**config.mk**
```make
export PLATFORM = sky130hd
export DESIGN_NAME = player_entity_controller
export DESIGN_NICKNAME = d
export VERILOG_FILES = /design/src/rtl/player_entity_controller.sv
export SDC_FILE = /design/constraint.sdc
export NUM_CORES = 1
export LEC_CHECK = 0
export ABC_CLOCK_PERIOD_IN_PS = 3100
export BUFFER_PORTS_ARGS = -buffer_cell sky130_fd_sc_hd__buf_2
export CAP_MARGIN = 20
export CORE_MARGIN = 8
export CORE_UTILIZATION = 55
export DETAILED_ROUTE_END_ITERATION = 10
export GPL_TIMING_DRIVEN = 1
export PLACE_DENSITY = 0.87
export SYNTH_ARGS = -nofsm -noshare
export SYNTH_HDL_FRONTEND = slang
export SYNTH_SLANG_ARGS = --single-unit
```
**constraint.sdc**
```tcl
create_clock -name clk -period 3.1 [get_ports clk]
set_input_delay 0.62 -clock clk [delete_from_list [all_inputs] [get_ports clk]]
set_output_delay 0.62 -clock clk [all_outputs]
set_load 0.02 [all_outputs]
```
**src/rtl/player_entity_controller.sv**
```systemverilog
// Player entity: synchronized buttons -> frame-paced tile moves on a 16x12 grid.
// Define PLAYER_WRAP_EN to wrap at grid edges instead of clamping.
`timescale 1ns/1ps
module player_entity_controller #(
  parameter logic [3:0]  ENTITY_ID   = 4'h1,
  parameter logic [7:0]  START_LOC   = 8'h58,
  parameter int unsigned MOVE_PERIOD = 8
) (
  input  logic        clk,
  input  logic        rst_n,
  input  logic        frame_tick,
  input  logic        enable,
  input  logic        btn_up,
  input  logic        btn_right,
  input  logic        btn_down,
  input  logic        btn_left,
  output logic [13:0] entity_out,
  output logic        moved
);

`ifdef PLAYER_WRAP_EN
  localparam logic WRAP = 1'b1;
`else
  localparam logic WRAP = 1'b0;
`endif

  localparam logic [7:0] LAST_CNT = 8'(MOVE_PERIOD - 1);
  localparam logic [3:0] ROW_LAST = 4'd11;
  localparam logic [3:0] COL_LAST = 4'd15;
  localparam logic [3:0] ID_OFF   = 4'hF;

  localparam logic [1:0] DIR_UP    = 2'b00;
  localparam logic [1:0] DIR_RIGHT = 2'b01;
  localparam logic [1:0] DIR_DOWN  = 2'b10;
  localparam logic [1:0] DIR_LEFT  = 2'b11;

  typedef enum logic [1:0] {
    IDLE,
    MOVE,
    HOLD
  } state_t;

  state_t     state;
  state_t     state_n;
  logic [7:0] cnt;
  logic [7:0] cnt_n;
  logic [1:0] pend_dir;
  logic [1:0] pend_n;
  logic [1:0] orient;
  logic [7:0] loc;
  logic [3:0] id_q;
  logic       commit;

  logic [3:0] btn_raw;
  logic [3:0] sync1;
  logic [3:0] sync2;
  logic       dir_held;
  logic [1:0] dir_sel;

  logic [3:0] row;
  logic [3:0] col;
  logic [3:0] row_n;
  logic [3:0] col_n;

  assign btn_raw = {btn_up, btn_right, btn_down, btn_left};

  always_ff @(posedge clk or negedge rst_n) begin
    if (!rst_n) begin
      sync1 <= '0;
      sync2 <= '0;
    end else begin
      sync1 <= btn_raw;
      sync2 <= sync1;
    end
  end

  // Buttons may overlap, so this is a priority encoder.
  always_comb begin
    dir_held = |sync2;
    dir_sel  = DIR_UP;
    priority case (1'b1)
      sync2[3]: dir_sel = DIR_UP;
      sync2[2]: dir_sel = DIR_RIGHT;
      sync2[1]: dir_sel = DIR_DOWN;
      sync2[0]: dir_sel = DIR_LEFT;
      default:  dir_sel = DIR_UP;
    endcase
  end

  always_comb begin
    state_n = state;
    cnt_n   = cnt;
    pend_n  = pend_dir;
    commit  = 1'b0;
    if (!enable) begin
      state_n = IDLE;
      cnt_n   = '0;
    end else begin
      unique case (state)
        IDLE: begin
          if (frame_tick && dir_held) begin
            state_n = MOVE;
            pend_n  = dir_sel;
          end
        end
        MOVE: begin
          commit  = 1'b1;
          cnt_n   = '0;
          state_n = HOLD;
        end
        HOLD: begin
          if (frame_tick) begin
            if (!dir_held) begin
              state_n = IDLE;
            end else if (cnt == LAST_CNT) begin
              state_n = MOVE;
              pend_n  = dir_sel;
            end else begin
              cnt_n = cnt + 8'd1;
            end
          end
        end
        default: state_n = IDLE;
      endcase
    end
  end

  always_comb begin
    row   = loc[7:4];
    col   = loc[3:0];
    row_n = row;
    col_n = col;
    unique case (pend_dir)
      DIR_UP: begin
        if (row != 4'd0)  row_n = row - 4'd1;
        else if (WRAP)    row_n = ROW_LAST;
      end
      DIR_RIGHT: begin
        if (col != COL_LAST) col_n = col + 4'd1;
        else if (WRAP)       col_n = 4'd0;
      end
      DIR_DOWN: begin
        if (row < ROW_LAST) row_n = row + 4'd1;
        else if (WRAP)      row_n = 4'd0;
      end
      DIR_LEFT: begin
        if (col != 4'd0) col_n = col - 4'd1;
        else if (WRAP)   col_n = COL_LAST;
      end
      default: ;
    endcase
  end

  always_ff @(posedge clk or negedge rst_n) begin
    if (!rst_n) begin
      state    <= IDLE;
      cnt      <= '0;
      pend_dir <= DIR_UP;
      orient   <= DIR_UP;
      loc      <= START_LOC;
      moved    <= 1'b0;
      id_q     <= ENTITY_ID;
    end else begin
      state    <= state_n;
      cnt      <= cnt_n;
      pend_dir <= pend_n;
      moved    <= commit;
      id_q     <= enable ? ENTITY_ID : ID_OFF;
      if (commit) begin
        orient <= pend_dir;
        loc    <= {row_n, col_n};
      end
    end
  end

  assign entity_out = {id_q, orient, loc};

endmodule

```
# Yosys cells after proc, flatten, opt, wreduce, memory -nomap -nowiden
# Cells that the tools add are included.
[classes] addsub=5 order_cmp=1 eq_ne=21 mux=29 reduce_logical=14
[ops] op="$mux 8" count=4
[ops] op="$mux 2" count=13
[ops] op="$mux 4" count=5
[ops] op="$ne 2x2->1 const B" count=8
[ops] op="$pmux 4 s2" count=2
[ops] op="$pmux 8 s2" count=1
[ops] op="$ne 3x3->1 const B" count=4
[ops] op="$reduce_and 4->1" count=3
[ops] op="$add 4x1->4 const B" count=2
[ops] op="$add 8x1->8 const B" count=1
[ops] op="$eq 8x3->1 const B" count=1
[ops] op="$ne 4x4->1 const B" count=2
[ops] op="$reduce_bool 4->1" count=2
[ops] op="$sub 4x1->4 const B" count=2
[ops] op="$eq 2x2->1 const B" count=3
[ops] op="$pmux 2 s3" count=1
[ops] op="$reduce_and 6->1" count=1
[ops] op="$reduce_bool 2->1" count=3
[ops] op="$eq 2x1->1 const B" count=2
[ops] op="$logic_not 2->1" count=2
[ops] op="$lt 4x4->1 const B" count=1
[ops] op="$pmux 2 s2" count=1
[ops] op="$reduce_or 4->1" count=1
[ops] op="$ne 3x1->1 const B" count=1
[ops] op="3 further kinds" count=4
[word_totals] register_bits=35 in_bits=8 word_cells=80

# Depth between registers and ports, before layout
# Gate-level depths: netlist of run 1.
[depth] word_depth=8 depth_mapped=8 depth_no_buf=7

# Least setup slack after synthesis of run 1
# No wires, ideal clock.
[synth_timing] path_kind="register -> register" start="register loc[5]" end="register loc[5]" setup_ns=0.128 arrival_ns=1.684 setup_slack_ns=1.289 stages_incl_launch_ff=5 path_buffers=1 cell_sequence="dfrtp_1 -> clkbuf_2 -> or4_4 -> o221ai_4 -> mux2_1"
[synth_via] elab_chain_len=3
[synth_lines] element="start: declaration" line="50" rtl="logic [7:0] loc;"
[synth_lines] element="start signal: assignment" line="171" rtl="loc <= {row_n, col_n};"
[synth_lines] element="$add 4x1->4, or another cell as far along" line="143" rtl="if (row < ROW_LAST) row_n = row + 4'd1;"
[synth_lines] element="$mux 4, or another cell as far along" line="143"
[synth_lines] element="$pmux 4 s2 / $reduce_and 4->1 (equally long branches)"
# Parallel ways exist; a longest one is shown, timed or not. The select of a mux whose other input is x is not followed.
# A chain may end at the register's enable or synchronous reset.

# Worst setup path after layout of run 1
[layout_timing] start="register pend_dir[1]" end="register loc[1]"
[layout_rtl] element="start: declaration" line="47" rtl="logic [1:0] pend_dir;"
[layout_rtl] element="start signal: assignment" line="166" rtl="pend_dir <= pend_n;"
[layout_rtl] element="$eq 2x2->1 / $eq 2x1->1 (equally long branches)" line="133" rtl="unique case (pend_dir)"
[layout_rtl] element="$pmux 4 s2 *" line="133"
[layout_rtl] element="net col_n[1]" line="63" rtl="logic [3:0] col_n;"
# The timed path passes the listed nets; every way through them passes the cells marked *.

==> run_results.csv, run 1 <==
group,metric,value,unit
outcome,status,"finished clean",
critical_path,reg2reg_slack,1.22,ns
placement,place_area,0.00174,sq mm
clocking,cts-root-buf,"clkbuf_4",
placement,place_congestion,0.833,
floorplan,rows,20,
critical_path,slowest_stage,"dfrtp_1",
timing,maxSlewHeadroom,55.3,%
critical_path,crit_chain,"nand2_1, xnor2_1, ha_1, or4_1, o21a_1",
clocking,clk_path_buf_depth,2,
timing,period_needed,1.88,ns
floorplan,die_w,71.0,um
clocking,cts.sinks,32,
global_route,grt_start_max_net_pins,33,
critical_path,worst_setup_path_endpoint,"loc[1]",
synthesis,syn-num-nets,172,
placement,detailed_place_hpwl,2240,um
critical_path,cp_max_fo,10,
timing,grt_setup_unrepaired,"no",
synthesis,synth-edff-count,0,
drt,first_iter_violations,73,
drt,avgViaCountPerCell,5.96,
synthesis,synthTopCellsByArea,"dfrtp_1, dfstp_2, nand2_1, or4_1, ha_1",
floorplan,die_h,71.0,um
power,peakVddDrop,0.000491,V
floorplan,die_area,0.00504,sq mm
final_layout,n_antenna_cell,0,
power,p_per_area,694,mW/mm^2
synthesis,synth.top_cell.area_share,43.6,%
synthesis,ys_ff_latch,32,
final_layout,ff_latch_area,805,sq um
placement,port_buffers,21,
floorplan,initial_core_util,56.3,%
critical_path,endpoint_kind,"register",
final_layout,post-route-cell-area,0.00181,sq mm
clocking,ctsResizeCount,0,
timing,max_freq,0.532,GHz
critical_path,reg2reg_depth,5,
critical_path,setup.worst_path.class,"reg2reg",
power,leakage,0.841,nW
clocking,cts_tree,"yes",
timing,setup_viol,0,
timing,hold_viol_final,0,
clocking,htree_levels,2,
global_route,grt_usage,13.1,%
synthesis,synth_seq_area_share,48.4,%
synthesis,syn_area_per_cell,10.4,sq um
synthesis,synth_area,0.00166,sq mm
global_route,grt_pass1_wl,5290,um
global_route,antenna_found_initial,0,
clocking,clkTransAtPathRegs,0.10,ns
critical_path,cp-start-kind,"register",
critical_path,r2r-start,"pend_dir[1]",
critical_path,cp.required,3.33,ns
run,cap_violations,0,
synthesis,yosysUniqueCellTypes,54,
timing,finalSetupTns,0,ns
synthesis,yosysTopAreaCell,"dfrtp_1",
final_layout,final_net_count,189,
synthesis,synth_cells,160,
clocking,worstSkewPairLatency,0.33,ns
synthesis,synthFlopType,"dfrtp_1",
timing,drv_slew,0,
critical_path,critPathLaunch,"pend_dir[1]",
global_route,grt_pass1_vias,1243,
power,power,1.26,mW
drt,wl,3100,um
drt,vias,1257,
floorplan,core_area,0.00295,sq mm
floorplan,io_pins,23,
timing,skew,0.00810,ns
critical_path,cpPeakStageDelay,0.53,ns
final_layout,drive_gt1_share,23.0,%
min_path,hp-class,"in2async",
drt,drc,0,
final_layout,syn_to_final_growth,8.73,%
clocking,hold_buffers,0,
synthesis,yosysMostFrequentCell,"dfrtp_1",
final_layout,multi_input_area,762,sq um
global_route,grt-ovfl-total,0,
critical_path,critical_path_arrival,2.11,ns
clocking,cts_buffers,5,
drt,wl_per_cell,14.7,um
synthesis,yosysWarningCount,0,
critical_path,r2r_end,"loc[1]",
drt,first_pass_iters,5,
clocking,postCtsSetupBuffers,0,
synthesis,yosys-top-cells-count,"dfrtp_1, nand2_1, a21oi_1",
drt,antenna_left,0,
timing,tightest_slew,0.670,ns
timing,period_share,60.6,%
final_layout,fillCellCount,240,
synthesis,async_reset_ff_share,100,%
per-layer routing:
layer	global-route usage (%)	vias up	routed length (um)	part of all wire [%]
met5	0	-	0	0
met3	5.51	6	211	6.8
met1	13.9	591	1290	42
li1	-	612	-	-
met2	21.7	48	1580	51
met4	6.47	0	27	0.87
sequential cells by signal, summed over array words and instances (netlist names):
name / cells
sync1: 4
state: 2
id_q: 1
orient: 2
sync2: 4
moved: 1
pend_dir: 2
cnt: 8
loc: 8
worst max-delay path, delay by kind of cell, from the launching register on:
kind | cells | cell delay (ns)
AO/OA/AOI/OAI | 1 | 0.12
XOR/XNOR | 1 | 0.16
adder cells (fa/ha/maj) | 1 | 0.29
flip-flops | 1 | 0.53
AND/OR/NAND/NOR | 2 | 0.69
power breakdown:
group          switching, mW  leakage [nW]  internal (mW)
Combinational          0.220         0.402          0.157
Sequential             0.123         0.401          0.492
Clock                  0.130        0.0386          0.133
Total                  0.473         0.841          0.782
through the flow:
stage	setup WS [ns]	instances	hold WS [ns]	util, %
floorplan	1.29	160	0.324	-
global placement	1.32	203	0.335	58.9
detailed placement	1.27	203	0.344	58.9
CTS	1.24	211	0.340	61.2
global route	1.08	211	0.366	61.2
finish	1.22	211	0.322	61.2
area by class of cell:
type / instances / area share (%)
tap: 33 / 2.28
multi-input combinational: 110 / 42.1
sequential: 32 / 44.5
timing repair buffer: 21 / 5.81
clock buffer: 8 / 3.81
inverter: 7 / 1.45
cell usage in the layout (no fill, tap or decap), drive strengths merged, types with 2 or more instances in the layout:
master	synthesis	layout
dfrtp	29	29
buf	6	21
nand2	19	19
o21ai	11	11
a21oi	8	8
or4	8	8
clkbuf	5	8
inv	7	7
nor2	6	6
nand3	5	5
xor2	4	4
ha	4	4
o211ai	4	4
nand2b	3	3
mux2i	3	3
dfstp	3	3
mux2	3	3
and2b	2	2
nor4	2	2
and3	2	2
o21a	2	2
nor3	2	2
or3	2	2
or2	2	2
how the worst min path moves through the flow:
stage / start / to / slack (ns) / cells past startpoint
2_1_floorplan: rst_n / cnt[0] / 0.32 / 0
3_3_place_gp: sync1[1] / sync2[1] / 0.34 / 0
3_5_place_dp: sync1[0] / sync2[0] / 0.34 / 0
4_1_cts: rst_n / cnt[6] / 0.34 / 1
5_1_grt: rst_n / cnt[6] / 0.37 / 1
6_report: rst_n / cnt[6] / 0.32 / 1
kinds of logic after synthesis:
kind of cell,synth area share (%)
muxes,4.06
other,0.226
DFF,48.4
buffers and inverters,5.79
AOI/OAI and AO/OA,15.6
and+or+nand+nor,20.3
xor gates and xnor gates,2.63
adders and majority gates,3.01
No activity file was read; power rests on OpenSTA's default activity.
==> run 2, diff against run 1 <==
ABC_AREA = 1   (was default)
ABC_CLOCK_PERIOD_IN_PS = 1900   (was 3100)
PLACE_DENSITY = 0.86   (was 0.87)
clock period = 1.9 ns   (was 3.1 ns; I/O delays follow)
==> run_results.csv, run 2 <==
group,metric,value,unit
drt,dr_wl_met3,170,um
drt,avgViaCountPerCell,5.06,
placement,port_buffers,21,
synthesis,synth_cells,225,
timing,maxSlewHeadroom,53.7,%
global_route,antenna_found_initial,0,
critical_path,crit_chain,"inv_1, nand2_1, ha_1, nand2_1, nand3b_1, nand3_1, nand2_1, nand2_1, nand2_1",
global_route,grt_pass1_wl,5800,um
synthesis,yosysUniqueCellTypes,26,
synthesis,syn_area_per_cell,7.99,sq um
timing,drv_slew,0,
clocking,postCtsSetupBuffers,0,
critical_path,endpoint_kind,"register",
final_layout,final_net_count,258,
timing,skew,0.00545,ns
floorplan,rows,20,
synthesis,synthFlopType,"dfrtp_1",
clocking,cts.sinks,32,
critical_path,cp.required,2.12,ns
clocking,cts-root-buf,"clkbuf_4",
critical_path,r2r-start,"pend_dir[0]",
final_layout,mostFrequentLayoutCells,"nand2_1, inv_1, dfrtp_1",
timing,period_needed,1.63,ns
synthesis,yosys-top-cells-count,"nand2_1, inv_1, dfrtp_1",
timing,finalSetupTns,0,ns
floorplan,die_h,73.2,um
global_route,grt_usage,13.3,%
min_path,hp-class,"in2async",
critical_path,path_depth,9,
critical_path,cp_max_fo,9,
drt,top_layer,"met4",
power,leakage,1.01,nW
critical_path,cp-start-kind,"register",
timing,max_freq,0.614,GHz
critical_path,crit_family,"simple AND/OR/NAND/NOR gates",
critical_path,reg2reg_depth,9,
floorplan,core_area,0.00308,sq mm
run,cap_violations,0,
synthesis,async_reset_ff_share,100,%
final_layout,n_antenna_cell,0,
synthesis,yosysTopAreaCell,"dfrtp_1",
drt,first_iter_violations,94,
critical_path,cpMostUsedCell,"nand2_1",
clocking,cts_tree,"yes",
critical_path,critical_path_arrival,1.85,ns
synthesis,synth_area,0.00180,sq mm
placement,place_congestion,0.864,
critical_path,reg2reg_slack,0.27,ns
drt,wl,3230,um
power,peakVddDrop,0.000696,V
synthesis,synthTopCellsByArea,"dfrtp_1, nand2_1, inv_1, nand3_1, dfstp_2",
final_layout,final_common_cell,"nand2_1",
drt,drc,0,
drt,vias,1473,
drt,antenna_left,0,
timing,grt_setup_unrepaired,"no",
synthesis,synth_seq_area_share,44.8,%
synthesis,synth-edff-count,0,
global_route,grt_pass1_vias,1367,
global_route,grt-ovfl-total,0,
critical_path,setup.worst_path.class,"reg2reg",
floorplan,die_area,0.00535,sq mm
drt,met1Wirelength,1540,um
critical_path,cp_num_buf_inv,1,
synthesis,ys_ff_latch,32,
critical_path,r2r_end,"loc[7]",
floorplan,initial_core_util,58.4,%
synthesis,synth.top_cell.area_share,40.4,%
clocking,hold_buffers,0,
final_layout,drive_gt1_share,20.2,%
timing,hold_viol_final,0,
clocking,clkTransAtPathRegs,0.10,ns
floorplan,io_pins,23,
clocking,cts_buffers,5,
clocking,worstSkewPairLatency,0.31,ns
clocking,ctsResizeCount,0,
synthesis,yosysWarningCount,0,
global_route,grt_start_max_net_pins,33,
timing,tightest_slew,0.695,ns
placement,detailed_place_hpwl,2390,um
outcome,status,"finished clean",
synthesis,yosysMostFrequentCell,"nand2_1",
synthesis,syn-num-nets,237,
timing,hold_slack,0.0995,ns
clocking,htree_levels,2,
drt,wl_per_cell,11.1,um
power,p_per_area,1090,mW/mm^2
final_layout,largestRegisters,"cnt (8), loc (8)",
critical_path,cpPeakStageDelay,0.48,ns
timing,setup_viol,0,
critical_path,slowest_stage,"dfrtp_1",
final_layout,syn_to_final_growth,8.36,%
timing,period_share,85.7,%
clocking,clk_path_buf_depth,2,
drt,first_pass_iters,4,
drt,route.met2.wl,1500,um
floorplan,die_w,73.2,um
run 2: changes by cell type in the layout (fill, tap and decap cells not counted), moves of 6 or more:
cell     change
a21oi_1      -6
nand4_1      +9
nand3_1     +12
nand2_1     +41
nor2_1      +11
nand2_2      +6
inv_1       +24
or4_1        -7
run 2: worst max-delay path by stage:
stage / from / to
floorplan: pend_dir[0] / loc[7]
global placement: pend_dir[0] / loc[7]
detailed placement: pend_dir[0] / loc[7]
CTS: pend_dir[0] / loc[7]
global route: pend_dir[0] / loc[7]
finish: pend_dir[0] / loc[7]
run 2: cells by family (layout without fill, tap and decap cells):
group / after synthesis / in the layout / synth area share, %
AO/OA/AOI/OAI: 26 / 26 / 8.98
adder cells (fa/ha/maj): 4 / 4 / 2.79
XOR/XNOR: 5 / 5 / 2.44
buffers and inverters: 40 / 62 / 10.2
other: 1 / 1 / 0.209
flip-flops: 32 / 32 / 44.8
AND/OR/NAND/NOR: 117 / 117 / 30.6
run 2: cell type report:
class	instances	area (sq um)
fill	298	1130
multi-input combinational	153	808
sequential	32	805
inverter	33	124
timing repair buffer	21	105
tap	44	55.1
clock buffer	7	45.0
clock inverter	1	5.00
run 2: stage by stage:
step                      power (mW)  setup WS, ns  util [%]  instances  area, sq um
after global placement          1.75         0.354      61.6        283         1900
after CTS                       2.15         0.278      63.3        291         1950
after floorplan                 1.57         0.388         -        225         1800
after global routing            2.31        0.0599      63.3        291         1950
after detailed placement        1.78         0.288      61.6        283         1900
final                           2.12         0.272      63.3        291         1950
run 2: per-layer routing:
layer  GRT usage, %  vias to the layer above
met5              0                        -
met4           4.44                        0
met1           16.5                      681
met2           21.4                       34
li1               -                      756
met3           3.85                        2
run 2: report_power, final:
part	total, mW	switching, mW	leakage (nW)	internal [mW]
logic	0.787	0.496	0.583	0.291
registers	0.971	0.153	0.401	0.818
clock network	0.366	0.221	0.0293	0.144
total	2.12	0.871	1.01	1.25
==> run 3, diff against run 2 <==
ABC_AREA = default   (was 1)
ABC_CLOCK_PERIOD_IN_PS = 1500   (was 1900)
CORE_MARGIN = 1.5   (was 8)
PLACE_DENSITY = 0.87   (was 0.86)
clock period = 1.5 ns   (was 1.9 ns; I/O delays follow)
==> run_results.csv, run 3 (synthesis results as in run 1) <==
group,metric,value,unit
placement,detailed_place_hpwl,2940,um
clocking,clkTransAtPathRegs,0.10,ns
run,cap_violations,0,
min_path,hp-class,"in2reg",
global_route,grt_usage,29.5,%
timing,grt_setup_unrepaired,"yes",
critical_path,cpPeakStageDelay,0.47,ns
final_layout,drive_gt1_share,49.8,%
timing,period_needed,1.67,ns
floorplan,die_area,0.00336,sq mm
placement,place_congestion,0.833,
outcome,violations,"negative setup slack",
drt,vias,1543,
critical_path,slowest_stage,"or4_1",
timing,drv_slew,0,
final_layout,final_net_count,234,
power,leakage,1.09,nW
global_route,grt_pass1_wl,7300,um
critical_path,critical_path_arrival,1.90,ns
global_route,grt-ovfl-total,0,
drt,drc,0,
clocking,clk_path_buf_depth,2,
global_route,antenna_found_initial,0,
placement,port_buffers,21,
critical_path,cp_max_fo,3,
timing,period_share,111,%
final_layout,final_cells,254,
timing,setup_ws,-0.165,ns
floorplan,core_area,0.00281,sq mm
power,p_per_area,1370,mW/mm^2
drt,wl,4580,um
drt,antenna_left,0,
critical_path,crit_chain,"nand2_2, xnor2_2, ha_2, or4_1, o21a_1",
timing,setup_viol,16,
clocking,worstSkewPairLatency,0.33,ns
global_route,grt_pass1_vias,1543,
floorplan,initial_core_util,59.3,%
timing,max_freq,0.600,GHz
clocking,cts-root-buf,"clkbuf_4",
clocking,cts_buffers,5,
drt,wl_per_cell,18.0,um
clocking,htree_levels,2,
outcome,status,"finished with violations",
floorplan,die_h,58.0,um
final_layout,final_common_cell,"buf_4",
clocking,cts_tree,"yes",
critical_path,setup.worst_path.class,"reg2reg",
critical_path,cp-start-kind,"register",
power,peakVddDrop,0.00123,V
final_layout,syn_to_final_growth,41.5,%
placement,dp_cells,234,
drt,first_pass_iters,7,
floorplan,rows,19,
floorplan,die_w,58.0,um
drt,avgViaCountPerCell,6.07,
placement,pre_cts_ws,-0.233,ns
final_layout,n_antenna_cell,0,
clocking,cts.sinks,32,
timing,hold_viol_final,0,
drt,first_iter_violations,86,
critical_path,cp.required,1.73,ns
global_route,grt_start_max_net_pins,20,
timing,skew,0.0120,ns
final_layout,mostFrequentLayoutCells,"buf_4, dfrtp_1, buf_2",
floorplan,io_pins,23,
final_layout,largestRegisters,"cnt (8), loc (8)",
critical_path,endpoint_kind,"register",
run 3: worst paths after layout:
check / end / slack, ns / from / depth (start not counted)
worst max-delay path: loc[1] / -0.17 / pend_dir[0] / 5
worst min-delay path: sync1[0] / 0.06 / btn_left / 1
worst max register to register: loc[1] / -0.17 / pend_dir[0] / 5
worst min register to register: sync2[2] / 0.36 / sync1[2] / 0
max in group asynchronous: loc[3] / 0.64 / rst_n / 3
min in group asynchronous: orient[0] / 0.38 / rst_n / 2
run 3: cell type report:
cell class                      instances  area (sq um)
Fill cell                             140           453
Multi-Input combinational cell        110           903
Inverter                                7          26.3
Clock buffer                            8          58.8
Timing Repair Buffer                   66           517
Sequential cell                        32           808
Tap cell                               31          38.8
run 3: where the power goes:
part	switching, mW	internal [mW]	leakage, nW
registers	0.155	1.02	0.398
clock network	0.294	0.231	0.0326
logic	0.771	0.743	0.662
run 3: critical path, delay by kind of cell (launching register included):
family | cells | cell delay [ns]
flip-flops | 1 | 0.43
XOR/XNOR | 1 | 0.15
adder cells (fa/ha/maj) | 1 | 0.29
AND/OR/NAND/NOR | 2 | 0.57
AO/OA/AOI/OAI | 1 | 0.12
run 3: what timing repair did:
action / in CTS / in global routing
setup endpoints to repair: 17 / 20
cloned: 0 / 0
gates resized for setup: 25 / 13
setup buffers: 7 / 4
pin swaps: 6 / 5
hold buffers: 1 / 0
endpoints found under the hold margin: 13 / 0
run 3: through the flow:
step	utilization (%)	hold WS [ns]	cell area, sq um	total power, mW	TNS [ns]
floorplan	-	0.00441	1700	1.92	-0.760
global placement	71.8	0.226	2010	2.22	-1.04
detailed placement	71.8	0.221	2010	2.32	-2.06
CTS	80.8	0.0668	2270	3.04	-1.09
global route	83.9	0.0381	2350	3.39	-2.47
finish	83.9	0.0627	2350	3.22	-1.36
run 3: layer usage:
metal	GRT usage, %	vias up	share of wire, %	wire [um]
met2	49.8	71	52	2360
met3	8.26	22	5.2	240
met5	0	-	0	0
met4	15.0	0	3.8	176
li1	-	701	-	-
met1	34.3	749	39	1800
